<file path="config.mk">
export PLATFORM = sky130hd
export DESIGN_NAME = gray_conv_arbiter
export DESIGN_NICKNAME = d
export VERILOG_FILES = /design/src/rtl/gray_conv_pkg.sv /design/src/rtl/gray_conv_arbiter_codec.sv /design/src/rtl/gray_conv_arbiter.sv
export SDC_FILE = /design/constraint.sdc
export NUM_CORES = 1
export LEC_CHECK = 0
export CORE_ASPECT_RATIO = 1.5
export CORE_MARGIN = 8
export CORE_UTILIZATION = 50
export CTS_BUF_LIST = sky130_fd_sc_hd__clkbuf_16
export DETAILED_ROUTE_END_ITERATION = 10
export GPL_TIMING_DRIVEN = 0
export PLACE_DENSITY = 0.8
export SLEW_MARGIN = 5
export SYNTH_ARGS = -nofsm -noshare
export SYNTH_HDL_FRONTEND = slang
export SYNTH_SLANG_ARGS = --single-unit
</file>
<file path="constraint.sdc">
create_clock -name clk -period 2.25 [get_ports clk]
set_input_delay 0.225 -clock clk [delete_from_list [all_inputs] [get_ports clk]]
set_output_delay 0.225 -clock clk [all_outputs]
set_load 0.02 [all_outputs]
</file>
<file path="src/rtl/gray_conv_pkg.sv">
// Shared types and constants for the shared Gray/binary converter arbiter.
package gray_conv_pkg;

  typedef enum logic [1:0] {
    ST_IDLE = 2'd0,
    ST_CONV = 2'd1,
    ST_RESP = 2'd2
  } state_e;

  localparam logic MODE_B2G = 1'b0;
  localparam logic MODE_G2B = 1'b1;

endpackage

</file>
<file path="src/rtl/gray_conv_arbiter_codec.sv">
// Combinational binary<->Gray converter; one instance is shared by all requesters.
module gray_codec
  import gray_conv_pkg::*;
#(
  parameter int WIDTH = 4
) (
  input  logic             mode,
  input  logic [WIDTH-1:0] din,
  output logic [WIDTH-1:0] dout
);

  logic [WIDTH-1:0] bin;

  always_comb begin
    bin            = '0;
    bin[WIDTH-1]   = din[WIDTH-1];
    for (int unsigned k = 1; k < WIDTH; k++) begin
      bin[WIDTH-1-k] = bin[WIDTH-k] ^ din[WIDTH-1-k];
    end

    dout = '0;
    unique case (mode)
      MODE_B2G: dout = din ^ (din >> 1);
      MODE_G2B: dout = bin;
    endcase
  end

endmodule

</file>
<file path="src/rtl/gray_conv_arbiter.sv">
// Round-robin arbiter sequencing NREQ requesters through one registered Gray/binary converter.
module gray_conv_arbiter
  import gray_conv_pkg::*;
#(
  parameter  int WIDTH = 4,
  parameter  int NREQ  = 4,
  localparam int IDW   = $clog2(NREQ)
) (
  input  logic                  clk,
  input  logic                  rst,
  input  logic [NREQ-1:0]       req_valid,
  input  logic [NREQ-1:0]       req_mode,
  input  logic [NREQ*WIDTH-1:0] req_data,
  output logic [NREQ-1:0]       req_ready,
  output logic                  rsp_valid,
  output logic [WIDTH-1:0]      rsp_data,
  output logic [IDW-1:0]        rsp_id,
  output logic                  rsp_mode,
  input  logic                  rsp_ready
);

  state_e           state_q,     state_d;
  logic [IDW-1:0]   rr_ptr_q,    rr_ptr_d;
  logic [WIDTH-1:0] op_data_q,   op_data_d;
  logic             op_mode_q,   op_mode_d;
  logic [IDW-1:0]   op_id_q,     op_id_d;
  logic             rsp_valid_q, rsp_valid_d;
  logic [WIDTH-1:0] rsp_data_q,  rsp_data_d;
  logic [IDW-1:0]   rsp_id_q,    rsp_id_d;
  logic             rsp_mode_q,  rsp_mode_d;

  logic             win_found;
  logic [IDW-1:0]   win_id;
  logic [IDW-1:0]   cand;
  logic [WIDTH-1:0] win_data;
  logic             win_mode;
  logic [WIDTH-1:0] conv_out;

  // First valid requester at or above rr_ptr, wrapping at NREQ.
  always_comb begin
    win_found = 1'b0;
    win_id    = '0;
    cand      = '0;
    win_data  = '0;
    win_mode  = 1'b0;
    for (int unsigned k = 0; k < NREQ; k++) begin
      cand = IDW'((32'(rr_ptr_q) + k) % NREQ);
      if (!win_found && req_valid[cand]) begin
        win_found = 1'b1;
        win_id    = cand;
        win_data  = WIDTH'(req_data >> (32'(cand) * WIDTH));
        win_mode  = req_mode[cand];
      end
    end
  end

  always_comb begin
    req_ready = '0;
    if (state_q == ST_IDLE && win_found && !rst) begin
      req_ready[win_id] = 1'b1;
    end
  end

  gray_codec #(
    .WIDTH(WIDTH)
  ) u_codec (
    .mode (op_mode_q),
    .din  (op_data_q),
    .dout (conv_out)
  );

  always_comb begin
    state_d     = state_q;
    rr_ptr_d    = rr_ptr_q;
    op_data_d   = op_data_q;
    op_mode_d   = op_mode_q;
    op_id_d     = op_id_q;
    rsp_valid_d = rsp_valid_q;
    rsp_data_d  = rsp_data_q;
    rsp_id_d    = rsp_id_q;
    rsp_mode_d  = rsp_mode_q;

    unique case (state_q)
      ST_IDLE: begin
        if (win_found) begin
          op_data_d = win_data;
          op_mode_d = win_mode;
          op_id_d   = win_id;
          state_d   = ST_CONV;
        end
      end
      ST_CONV: begin
        rsp_data_d  = conv_out;
        rsp_mode_d  = op_mode_q;
        rsp_id_d    = op_id_q;
        rsp_valid_d = 1'b1;
        state_d     = ST_RESP;
      end
      ST_RESP: begin
        // Pointer moves only on completion, so the owner cannot win back-to-back.
        if (rsp_ready) begin
          rsp_valid_d = 1'b0;
          rr_ptr_d    = (rsp_id_q == IDW'(NREQ - 1)) ? '0 : rsp_id_q + 1'b1;
          state_d     = ST_IDLE;
        end
      end
      default: state_d = ST_IDLE;
    endcase
  end

  always_ff @(posedge clk) begin
    if (rst) begin
      state_q     <= ST_IDLE;
      rr_ptr_q    <= '0;
      op_data_q   <= '0;
      op_mode_q   <= 1'b0;
      op_id_q     <= '0;
      rsp_valid_q <= 1'b0;
      rsp_data_q  <= '0;
      rsp_id_q    <= '0;
      rsp_mode_q  <= 1'b0;
    end else begin
      state_q     <= state_d;
      rr_ptr_q    <= rr_ptr_d;
      op_data_q   <= op_data_d;
      op_mode_q   <= op_mode_d;
      op_id_q     <= op_id_d;
      rsp_valid_q <= rsp_valid_d;
      rsp_data_q  <= rsp_data_d;
      rsp_id_q    <= rsp_id_d;
      rsp_mode_q  <= rsp_mode_d;
    end
  end

  assign rsp_valid = rsp_valid_q;
  assign rsp_data  = rsp_data_q;
  assign rsp_id    = rsp_id_q;
  assign rsp_mode  = rsp_mode_q;

endmodule

</file>
==> results.yml, run 1 <==
run_status:
  status: "finished clean"
die:
  dieArea_sq_mm: 0.00560
  coreArea_sq_mm: 0.00335
  initial_utilization: 0.512
  die_h_um: 87.8
  row_count: 26
  boundaryPins: 39
  die_x_um: 63.8
cells_and_area:
  fin_util: 0.670
  fin_area_sq_mm: 0.00224
  drive_gt1_frac: 0.211
  stdcell_count: 255
  nNetsFinal: 242
  syn_to_final_growth_pct: 30.8
  antenna_cells: 0
clocking:
  root_buffer: "clkbuf_16"
  cts_max_path_buffers: 2
  htreeDepth: 1
  cts_buffers: 3
  cts_tree: "yes"
  clock_sinks: 19
  insertion_delay_ns: 0.24
  clk_pin_slew_ns: 0.05
  postCtsHoldBufs: 0
logic_synthesis:
  synthArstFlopShare: 0
  synth_fa_ha_area_frac: 0.00729
  synthMuxAreaShare: 0.318
  ys.flop_type: "dfxtp_1"
  synth.distinct_cells: 38
  syn_nets: 197
  ys_warn_count: 0
  synth_top_family_by_area: "multiplexers"
  synth_edf_count: 0
  synthSimpleGateAreaFrac: 0.214
  synth_compound_area_frac: 0.127
  syn-cell-area_sq_mm: 0.00172
  avgSynthCellArea_sq_um: 10.2
  synth-xor-area-share: 0.0204
  ys_ff_latch: 19
  yosysSeqAreaShare: 0.222
  netlist_instances: 169
drt:
  top_layer: "met4"
  drtIter0Drc: 87
  routedWlPerCell_um: 17.0
  vias: 1545
  wl_met3_um: 211
  route.met2.wl_um: 2450
  via_per_inst: 6.06
  routed_wl_um: 4340
  first_pass_iters: 4
  drc: 0
  ant_nets: 0
  wirelength_met1_um: 1630
worst_setup_path:
  regToRegStartpoint: "rr_ptr_q[0]"
  crit_slowest_cell: "mux4_2"
  critPathTopFamily: "buffers and inverters"
  rr_endpoint: "op_data_q[0]"
  crit_type: "reg2out"
  reg2reg_slack_ns: 0.35
  cp-start-kind: "register"
  critPathBufInv: 3
  cpPeakStageDelay_ns: 0.34
  worst-path-max-fanout: 10
  rr_worst_depth: 7
  path_cells: "buf_6 -> clkbuf_8 -> mux4_2 -> nor2_2 -> nand3_2 -> o21a_1 -> nor2_1 -> buf_2"
  crit_path_end_kind: "output port"
  cp.arrival_ns: 1.92
  required_ns: 2.03
placement:
  dp_cells: 248
  dp_hpwl_um: 3470
  place.gp.congestion: 0.855
  port_buffers: 37
  dpl-instance-area_sq_mm: 0.00214
power:
  clkPwrFrac: 0.314
  power_uw: 1110
  intPower_uw: 802
  combPwrFrac: 0.328
  switching_power_uw: 305
  swShare: 0.276
  power_density_mw_per_mm2: 493
  sequentialPowerShare: 0.358
  p_leak_uw: 0.000834
  peakVddDrop_mv: 0.430
grt:
  grt.total_usage: 0.155
  grt_pass1_wl_um: 7200
  grt_pass1_vias: 1625
  grt_max_degree: 11
  antenna_found_initial: 0
  overflow: 0
sta:
  whs_ns: 0.217
  worstMarginPinSlew_ns: 0.447
  rsz0062_at_grt: "no"
  setup_violations: 0
  max_slew_margin: 0.699
  period_minus_slack_ns: 2.14
  finalHoldViolCount: 0
  finalCritPeriodShare: 0.953
  max_freq_ghz: 0.467
  finClkSkew_ns: 0.000756
  slew_violations: 0
worst_hold_path:
  worstHoldStart: "rst"
  whs_endpoint: "op_data_q[2]"
  whs_path_depth: 2
  holdCritPathClass: "in2reg"
flow_run:
  maxCapViolations: 0
[kinds of logic (layout without fill, tap and decap cells)]
| family | after synthesis | count (layout) |
|---|---|---|
| AND/OR/NAND/NOR | 71 | 71 |
| XOR/XNOR | 4 | 4 |
| adder cells (fa/ha/maj) | 1 | 1 |
| buffers and inverters | 17 | 61 |
| multiplexers | 24 | 24 |
| AO/OA/AOI/OAI | 33 | 33 |
| flip-flops | 19 | 19 |
[layout by cell type, fill, tap and decap left out, drive strengths merged]
cell type / instances
clkbuf: 9
ha: 1
nor2b: 7
nor4b: 1
nor2: 17
mux4: 22
a311oi: 5
o21a: 1
nand3: 1
and3: 1
buf: 16
dfxtp: 19
dlygate4sd2: 1
a21oi: 13
mux2i: 2
dlymetal6s2s: 3
inv: 3
o21ai: 5
xor2: 2
nand2b: 7
a221oi: 5
nand2: 21
nand3b: 1
nor3b: 5
and3b: 3
nor4: 2
clkdlybuf4s50: 29
xnor2: 2
o2bb2a: 1
nor3: 4
a22oi: 1
or3b: 1
o211ai: 2
[synth_stat cells (2+ instances only)]
cell / number / share of area
o21ai_0: 4 / 0.012
nor3b_1: 5 / 0.022
mux4_1: 4 / 0.061
a311oi_1: 5 / 0.026
inv_1: 2 / 0.0044
nor4_1: 2 / 0.0073
nand2_1: 20 / 0.044
buf_6: 5 / 0.033
xnor2_1: 2 / 0.010
xor2_1: 2 / 0.010
nand2b_1: 7 / 0.026
o211ai_1: 2 / 0.0087
dfxtp_1: 19 / 0.22
buf_4: 3 / 0.013
clkbuf_1: 3 / 0.0066
a221oi_1: 5 / 0.026
and3b_1: 2 / 0.010
mux2i_1: 2 / 0.012
nor2b_1: 7 / 0.026
a21oi_1: 13 / 0.038
nor3_1: 4 / 0.012
clkbuf_8: 3 / 0.024
mux4_4: 6 / 0.087
mux4_2: 12 / 0.16
nor2_1: 17 / 0.037
[layout make-up]
type | count | area (sq um)
tap | 42 | 52.6
multi-input combinational | 133 | 1180
timing repair buffer | 40 | 382
inverter | 2 | 7.51
fill | 255 | 1110
clock inverter | 1 | 3.75
sequential | 19 | 380
buffer | 15 | 159
clock buffer | 3 | 75.1
[metal layers]
| metal | GRT usage | vias to the layer above |
|---|---|---|
| met2 | 0.306 | 49 |
| li1 | - | 740 |
| met1 | 0.157 | 752 |
| met3 | 0.0256 | 4 |
| met4 | 0.0530 | 0 |
| met5 | 0 | - |
[power groups by stage]
| stage | Sequential (uW) | Clock (uW) | Combinational, uW |
|---|---|---|---|
| detailed placement | 404 | 0 | 360 |
| global route | 401 | 368 | 397 |
| global placement | 400 | 0 | 345 |
| floorplan | 411 | 0 | 218 |
| CTS | 397 | 354 | 360 |
| finish | 397 | 348 | 363 |
[metrics by stage]
step | worst slack (ns) | TNS (ns)
2_1_floorplan | 0.420 | 0
3_3_place_gp | -0.460 | -1.81
3_5_place_dp | -0.518 | -2.00
4_1_cts | 0.0113 | 0
5_1_grt | 0.00495 | 0
6_report | 0.107 | 0
[repair_timing]
action	CTS	global route
endpoints found under the hold margin	0	0
setup buffers	2	1
endpoints found under the setup margin	4	4
gates resized for setup	15	12
gates cloned	0	0
pin swaps	1	2
[worst max path at each step]
stage,start,depth (start not counted),end,slack [ns]
6_report,rr_ptr_q[0],8,req_ready[0],0.11
5_1_grt,rr_ptr_q[0],8,req_ready[2],0.005
4_1_cts,req_valid[1],8,req_ready[3],0.01
3_5_place_dp,req_valid[1],8,req_ready[0],-0.52
3_3_place_gp,req_valid[3],7,req_ready[1],-0.46
2_1_floorplan,rr_ptr_q[0],8,req_ready[0],0.42
[sequential cells by signal, indices dropped and copies added (netlist names)]
register   cells
rsp_valid      1
rr_ptr_q       2
op_mode_q      1
rsp_mode       1
rsp_id         2
rsp_data       4
op_id_q        2
state_q        2
op_data_q      4
Note: power is estimated with default switching activity, not from simulation.
==> inputs of run 2 (changes only) <==
--- a/config.mk
+++ b/config.mk
@@ -11,6 +11,7 @@
 export CTS_BUF_LIST = sky130_fd_sc_hd__clkbuf_16
 export DETAILED_ROUTE_END_ITERATION = 10
 export GPL_TIMING_DRIVEN = 0
+export MAX_ROUTING_LAYER = met4
 export PLACE_DENSITY = 0.8
 export SLEW_MARGIN = 5
 export SYNTH_ARGS = -nofsm -noshare
==> run 2 against run 1 <==
Sequential cell count unchanged. Core utilization did not move. Non-clock buffer count unchanged. Register-to-register slack is essentially flat. Worst hold slack is essentially flat. Die area did not move. Sequential power hardly changed. Critical endpoint unchanged.
==> results.yml, run 2 (synthesis results as in run 1) <==
power:
  clkPwrFrac: 0.314
  p_leak_uw: 0.000834
  combPwrFrac: 0.328
  switching_power_uw: 306
  sequentialPowerShare: 0.358
  swShare: 0.276
  intPower_uw: 802
  power_density_mw_per_mm2: 494
  power_uw: 1110
  peakVddDrop_mv: 0.430
die:
  initial_utilization: 0.512
  die_x_um: 63.8
  die_h_um: 87.8
  dieArea_sq_mm: 0.00560
  coreArea_sq_mm: 0.00335
  row_count: 26
  boundaryPins: 39
sta:
  period_minus_slack_ns: 2.14
  rsz0062_at_grt: "no"
  worstMarginPinSlew_ns: 0.450
  layout_setup_ws_ns: 0.110
  setup_violations: 0
  finalHoldViolCount: 0
  finClkSkew_ns: 0.000721
  max_slew_margin: 0.697
  slew_violations: 0
  finalCritPeriodShare: 0.951
  max_freq_ghz: 0.467
drt:
  ant_nets: 0
  drc: 0
  vias: 1555
  routed_wl_um: 4360
  drtIter0Drc: 76
  via_per_inst: 6.10
  first_pass_iters: 4
  routedWlPerCell_um: 17.1
worst_hold_path:
  holdCritPathClass: "in2reg"
worst_setup_path:
  crit_path_end_kind: "output port"
  reg2reg_slack_ns: 0.35
  critPathBufInv: 3
  required_ns: 2.03
  crit_slowest_cell: "mux4_2"
  cpPeakStageDelay_ns: 0.34
  crit_type: "reg2out"
  cp.arrival_ns: 1.91
  critPathTopFamily: "buffers and inverters"
  path_cells: "buf_6 -> clkbuf_8 -> mux4_2 -> nor2_2 -> nand3_2 -> o21a_1 -> nor2_1 -> buf_2"
  cp-start-kind: "register"
  worst-path-max-fanout: 10
placement:
  port_buffers: 37
  dp_slack_ns: -0.518
  place.gp.congestion: 0.868
  dp_hpwl_um: 3470
cells_and_area:
  mostFrequentLayoutCell: "clkdlybuf4s50_1"
  syn_to_final_growth_pct: 30.8
  layout_common_cells: "29 x clkdlybuf4s50_1, 20 x nand2_1, 19 x dfxtp_1"
  nNetsFinal: 242
  drive_gt1_frac: 0.211
  antenna_cells: 0
grt:
  grt_pass1_vias: 1624
  antenna_found_initial: 0
  overflow: 0
  grt_max_degree: 11
  grt_pass1_wl_um: 7220
  grt.total_usage: 0.160
clocking:
  cts_buffers: 3
  root_buffer: "clkbuf_16"
  cts_tree: "yes"
  clock_sinks: 19
  htreeDepth: 1
  insertion_delay_ns: 0.24
  cts_max_path_buffers: 2
  clk_pin_slew_ns: 0.05
run_status:
  status: "finished clean"
flow_run:
  maxCapViolations: 0
==> run 2: cell counts in the layout (fill, tap and decap cells not counted) <==
No cell type changed its count.
==> run 2: repair_timing <==
action / CTS / global route
gates resized for setup: 15 / 12
hold buffers: 0 / 0
setup endpoints to repair: 4 / 4
pin swaps: 1 / 2
setup buffers: 2 / 1
==> run 2: routing by layer <==
layer	track usage	wire [um]	vias to the layer above
li1	-	-	740
met1	0.159	1670	764
met2	0.306	2470	45
met3	0.0243	158	6
met4	0.0530	65	0
met5	-	0	-
==> run 2: worst paths after layout <==
path / start / end / cells after the start
max: rr_ptr_q[0] / req_ready[0] / 8
min: rst / op_data_q[2] / 2
max reg2reg: rr_ptr_q[0] / op_data_q[0] / 7
min reg2reg: rsp_data[0] / rsp_data[0] / 2
==> run 2: metrics by stage <==
stage / hold WS [ns] / utilization / area, sq um / setup TNS, ns / std cells
5_1_grt: 0.217 / 0.670 / 2240 / 0 / 255
4_1_cts: 0.215 / 0.664 / 2220 / 0 / 254
6_report: 0.217 / 0.670 / 2240 / 0 / 255
2_1_floorplan: 0.411 / - / 1720 / 0 / 169
3_3_place_gp: 0.438 / 0.639 / 2140 / -1.81 / 248
3_5_place_dp: 0.447 / 0.639 / 2140 / -2.00 / 248
==> run 2: power by group through the flow <==
| stage | Clock [uW] | Combinational [uW] | Sequential (uW) |
|---|---|---|---|
| 6_report | 348 | 363 | 397 |
| 5_1_grt | 368 | 397 | 401 |
| 4_1_cts | 354 | 360 | 397 |
| 3_5_place_dp | 0 | 360 | 404 |
| 3_3_place_gp | 0 | 345 | 400 |
| 2_1_floorplan | 0 | 218 | 411 |
==> run 2: final cells by class <==
class	instances	area, sq um
multi-input combinational	133	1180
fill	255	1110
timing repair buffer	40	382
sequential	19	380
buffer	15	159
clock buffer	3	75.1
tap	42	52.6
inverter	2	7.51
clock inverter	1	3.75
